===== src/rtl/etapa_id_ex.sv =====
// ID/EX pipeline register for a vector datapath: valid/ready handshake,
// load-use hazard detection with one-cycle bubble insertion, and flush.
module etapa_id_ex #(
  parameter int unsigned VEC_W  = 128,
  parameter int unsigned DATA_W = 32,
  parameter int unsigned ADDR_W = 3
) (
  input  logic              clk,
  input  logic              rst,
  input  logic              id_valid,
  output logic              id_ready,
  input  logic [3:0]        id_opcode,
  input  logic [12:0]       id_ctrl,
  input  logic [ADDR_W-1:0] id_src_a,
  input  logic [ADDR_W-1:0] id_src_b,
  input  logic [ADDR_W-1:0] id_dest,
  input  logic [VEC_W-1:0]  id_vdata_a,
  input  logic [VEC_W-1:0]  id_vdata_b,
  input  logic [DATA_W-1:0] id_sdata,
  input  logic              flush,
  input  logic              ex_ready,
  output logic              ex_valid,
  output logic [3:0]        ex_opcode,
  output logic [12:0]       ex_ctrl,
  output logic [ADDR_W-1:0] ex_dest,
  output logic [VEC_W-1:0]  ex_vdata_a,
  output logic [VEC_W-1:0]  ex_vdata_b,
  output logic [DATA_W-1:0] ex_sdata,
  output logic              hazard,
  output logic [7:0]        bubble_count
);

  localparam int unsigned OP_W   = 4;
  localparam int unsigned CTRL_W = 13;
  localparam int unsigned CNT_W  = 8;

  // Control bundle bit positions used by the hazard logic
  localparam int unsigned C_REG_RDV = 12;
  localparam int unsigned C_SEL_MEM = 5;
  localparam int unsigned C_MEM_WR  = 3;
  localparam int unsigned C_REG_WRV = 1;

  typedef enum logic [1:0] {
    IDLE   = 2'd0,
    HOLD   = 2'd1,
    BUBBLE = 2'd2
  } state_e;

  state_e              state_q, state_d;
  logic [OP_W-1:0]     ex_opcode_q, ex_opcode_d;
  logic [CTRL_W-1:0]   ex_ctrl_q, ex_ctrl_d;
  logic [ADDR_W-1:0]   ex_dest_q, ex_dest_d;
  logic [VEC_W-1:0]    ex_vdata_a_q, ex_vdata_a_d;
  logic [VEC_W-1:0]    ex_vdata_b_q, ex_vdata_b_d;
  logic [DATA_W-1:0]   ex_sdata_q, ex_sdata_d;
  logic [CNT_W-1:0]    bubble_count_q, bubble_count_d;

  logic held_is_load;
  logic src_match;
  logic hazard_c;
  logic id_ready_c;
  logic id_fire;
  logic xfer_out;

  // Hazard detection and handshake
  always_comb begin
    held_is_load = ex_ctrl_q[C_SEL_MEM] & ~ex_ctrl_q[C_MEM_WR] & ex_ctrl_q[C_REG_WRV];
    src_match    = (ex_dest_q == id_src_a) | (ex_dest_q == id_src_b);
    hazard_c     = (state_q == HOLD) & held_is_load & id_valid
                   & id_ctrl[C_REG_RDV] & src_match;
    id_ready_c   = 1'b0;
    if (!rst && !flush && !hazard_c) begin
      case (state_q)
        HOLD:    id_ready_c = ex_ready;
        default: id_ready_c = 1'b1;
      endcase
    end
    id_fire  = id_valid & id_ready_c;
    xfer_out = (state_q == HOLD) & ex_ready;
  end

  // Next-state and register update
  always_comb begin
    state_d        = state_q;
    ex_opcode_d    = ex_opcode_q;
    ex_ctrl_d      = ex_ctrl_q;
    ex_dest_d      = ex_dest_q;
    ex_vdata_a_d   = ex_vdata_a_q;
    ex_vdata_b_d   = ex_vdata_b_q;
    ex_sdata_d     = ex_sdata_q;
    bubble_count_d = bubble_count_q;

    if (flush) begin
      state_d = IDLE;
    end else if (id_fire) begin
      state_d      = HOLD;
      ex_opcode_d  = id_opcode;
      ex_ctrl_d    = id_ctrl;
      ex_dest_d    = id_dest;
      ex_vdata_a_d = id_vdata_a;
      ex_vdata_b_d = id_vdata_b;
      ex_sdata_d   = id_sdata;
    end else begin
      case (state_q)
        HOLD: begin
          if (xfer_out) begin
            if (hazard_c) begin
              state_d = BUBBLE;
              if (bubble_count_q != {CNT_W{1'b1}}) begin
                bubble_count_d = bubble_count_q + CNT_W'(1);
              end
            end else begin
              state_d = IDLE;
            end
          end
        end
        BUBBLE:  state_d = IDLE;
        default: state_d = IDLE;
      endcase
    end
  end

  always_ff @(posedge clk or posedge rst) begin
    if (rst) begin
      state_q        <= IDLE;
      ex_opcode_q    <= '0;
      ex_ctrl_q      <= '0;
      ex_dest_q      <= '0;
      ex_vdata_a_q   <= '0;
      ex_vdata_b_q   <= '0;
      ex_sdata_q     <= '0;
      bubble_count_q <= '0;
    end else begin
      state_q        <= state_d;
      ex_opcode_q    <= ex_opcode_d;
      ex_ctrl_q      <= ex_ctrl_d;
      ex_dest_q      <= ex_dest_d;
      ex_vdata_a_q   <= ex_vdata_a_d;
      ex_vdata_b_q   <= ex_vdata_b_d;
      ex_sdata_q     <= ex_sdata_d;
      bubble_count_q <= bubble_count_d;
    end
  end

  assign id_ready     = id_ready_c;
  assign hazard       = hazard_c;
  assign ex_valid     = (state_q == HOLD);
  assign ex_opcode    = ex_opcode_q;
  assign ex_ctrl      = ex_ctrl_q;
  assign ex_dest      = ex_dest_q;
  assign ex_vdata_a   = ex_vdata_a_q;
  assign ex_vdata_b   = ex_vdata_b_q;
  assign ex_sdata     = ex_sdata_q;
  assign bubble_count = bubble_count_q;

endmodule


===== config.mk =====
export PLATFORM = sky130hd
export DESIGN_NAME = etapa_id_ex
export DESIGN_NICKNAME = d
export VERILOG_FILES = /design/src/rtl/etapa_id_ex.sv
export SDC_FILE = /design/constraint.sdc
export NUM_CORES = 1
export LEC_CHECK = 0
export ABC_AREA = 0
export CAP_MARGIN = 25
export CELL_PAD_IN_SITES_DETAIL_PLACEMENT = 1
export CELL_PAD_IN_SITES_GLOBAL_PLACEMENT = 1
export CORE_AREA = 3 3 244 246
export CTS_CLUSTER_DIAMETER = 80
export DETAILED_ROUTE_END_ITERATION = 7
export DIE_AREA = 0 0 247 249
export PLACE_DENSITY = 0.62
export SLEW_MARGIN = 10
export SYNTH_ARGS = -nofsm -noshare
export SYNTH_HDL_FRONTEND = slang
export SYNTH_SLANG_ARGS = --single-unit

===== constraint.sdc =====
create_clock -name clk -period 12.9 [get_ports clk]
set_clock_uncertainty 0.05 [all_clocks]
set_input_delay 2.58 -clock clk [delete_from_list [all_inputs] [get_ports clk]]
set_output_delay 2.58 -clock clk [all_outputs]
set_load 0.01 [all_outputs]

==> results.md <==
- Reg2reg start: ex_dest[0]
- Sink Count: ~320
- Top_reg_cell synth: dfrtp_1
- Sequential area share after synthesis: about three fifths
- Number of max-cap violations: 0
- Share of layout cells above drive strength 1: a little over a quarter
- Largest net degree at the start of global routing: between 100 and 150
- RSZ-0062 raised after global routing: false
- Final setup violation count: 0
- Post-cts gate resize count: 0
- Fin. Hold Viols: 0
- Maximum VDD drop: slightly below 90 µV
- Area Overhead vs Synth: 65.3%
- HPWL Detailed: 32200 µm
- CTS tree: done
- Cts bufs inserted: 40
- Drt initial violations: approximately 290
- Most frequent cells in the layout: clkdlybuf4s50_1, dfrtp_1, mux2_4, mux2_2, clkbuf_16
- 1st-pass router iterations: 4
- Required time worst endpoint: a little over 10 ns
- Postcts setup bufs: 0
- Post-synth net total: between 1000 and 1500
- Rows: 88
- Total Wirelength: between 40000 and 50000 µm
- Cell count after synthesis: around 700
- Die area: approximately 62000 µm²
- Crit Path Max Fanout: 9
- Die X: approximately 250 µm
- Worst reg-to-reg setup slack: 9.18 ns
- Placer Congestion: slightly below 0.8
- Tot GR Track Use: 13.5%
- Fin nets: approximately 1700
- Hold endpoint: ex_vdata_b[72]
- Setup TNS: 0 ns
- Syn avg cell area: 18.1 µm²
- I/O pin cnt: about 640
- Post-route minimum period: around 7.3 ns
- Vias per cell: 3.97
- Fin crit share: roughly 57%
- CP Capture Type: output port
- Initial antenna violation count: 1
- Yosys reg bits: around 320
- Arrival time at the worst endpoint: 4.70 ns
- CORE AREA: approximately 58000 µm²
- ANT nets after route: 0
- Worst reg2reg endpoint: ex_vdata_b[67]
- Leakage: between 8 and 9 nW
- Overflow left after global routing: 0
- Routed vias: ~8600
- Syn Std Cell Area: 12800 µm²
- Slew headroom: approximately 23%
- Initial Util: between 20% and 30%
- First-pass GRT wire length: between 60000 and 70000 µm
- Drc violations: 0
- Post-synth EDFFs: 0
- Clk pin slew, worst setup/hold paths: 0.06 ns
- Crit Path Category: primary input to output port
- CTS max path bufs: 3
- Hold_buf cts: 0
- Hold path cells: 1
- PwrDens: between 150 and 200 nW/µm²
- Async S/R FF share, synth: 100%
- Wirelength per Cell: around 20 µm
- Vias in the first global route: between 9000 and 10000
- Netlist cell types: 27
- Hold_sp: ex_vdata_b[72]
- Worst reg2reg path depth: 8
- Synth Warn #: 0
- Worst-Skew Late Latency: ~0.53 ns
- Final Power: between 0.003 and 0.004 W
- H-tree lvl count: 2
- Root Driver: clkbuf_16
- Worst-margin pin slew: around 1.2 ns
- Most common cell after layout, fill and taps aside: clkdlybuf4s50_1
- Fmax: ~140 MHz
- Overall die height: roughly 250 µm
- Status: completed
- CP Launch Type: primary input
- Hold Path Class: flop to flop
- Max-slew violation count: 0
- Port buffer count: 637
[logic make-up (layout without fill, tap and decap cells)]
logic type	Yosys count	in the layout	share of synthesized area [%]
AO/OA/AOI/OAI	4	4	0.302
XOR/XNOR	13	13	0.886
adder cells (fa/ha/maj)	1	1	0.0974
buffers and inverters	37	719	2.69
flip-flops	318	318	61.9
multiplexers	308	308	32.8
other	0	1	0
AND/OR/NAND/NOR	27	27	1.27
[synthesized netlist by cell type, types with 3 or more instances]
cell type	count	share of area, %
mux2_4	200	23
xor2_1	12	0.82
buf_6	26	2.3
inv_1	3	0.088
buf_2	7	0.27
nor4_1	4	0.19
mux2_2	87	7.6
nand3_1	6	0.23
dfrtp_1	318	62
nor3_1	5	0.19
mux2_1	21	1.8
nand2_1	4	0.12
[worst max-delay path by stage]
stage / startpoint / to / slack (ns) / cells after the start
6_report: id_src_a[2] / id_ready / 5.57 / 7
5_1_grt: id_src_a[2] / id_ready / 5.49 / 7
4_1_cts: id_src_a[2] / id_ready / 5.52 / 7
3_5_place_dp: id_src_a[2] / id_ready / 5.52 / 7
3_3_place_gp: id_src_a[2] / id_ready / 5.57 / 7
2_1_floorplan: rst / bubble_count[0] / 1.45 / 1
[sequential cells by signal, summed over array words and instances (netlist names)]
name	count
bubble_count	8
ex_ctrl	13
ex_vdata_a	128
ex_opcode	4
ex_sdata	32
ex_dest	3
state_q	2
ex_vdata_b	128
[through the flow]
step / std cells / utilization (%) / setup WS (ns) / cell area (µm²) / hold WS [ns]
after global routing: 2156 / 36.9 / 5.49 / 21200 / 0.456
final: 2156 / 36.9 / 5.57 / 21200 / 0.437
after global placement: 2083 / 34.6 / 5.57 / 19900 / 0.417
after floorplan: 708 / - / 1.45 / 12800 / 0.472
after detailed placement: 2083 / 34.6 / 5.52 / 19900 / 0.425
after CTS: 2153 / 36.8 / 5.52 / 21200 / 0.439
[final cells by class]
| cell class | count | area, µm² |
|---|---|---|
| diodes | 1 | 2.50 |
| fillers | 5978 | 36300 |
| repair buffers | 645 | 6500 |
| clock inverters | 18 | 138 |
| multi-input cells | 353 | 4550 |
| well taps | 765 | 957 |
| clock buffers | 52 | 1120 |
| flip-flops and latches | 318 | 7960 |
| inverters | 4 | 25.0 |
[where the power goes]
| group | internal, W | switching [W] | total [W] |
|---|---|---|---|
| clock network | 0.000633 | 0.000445 | 0.00108 |
| logic | 0.000640 | 0.000329 | 0.000969 |
| registers | 0.00120 | 0.000122 | 0.00132 |
[worst max-delay path, stage by stage]
cell             delay, ns
clkdlybuf4s50_1       0.48
xor2_1                0.15
nor3_1                0.10
o21ai_4               0.30
inv_4                 0.11
nor4_1                0.37
clkdlybuf4s50_1       0.62
[layer usage]
layer	part of all wire [%]	GRT usage (%)	up-vias
li1	-	-	3807
met1	36	14.4	4312
met2	52	24.4	378
met3	9.9	5.26	65
met4	2.4	4.26	0
met5	0	0	-
(Power assumes the default switching activity.)
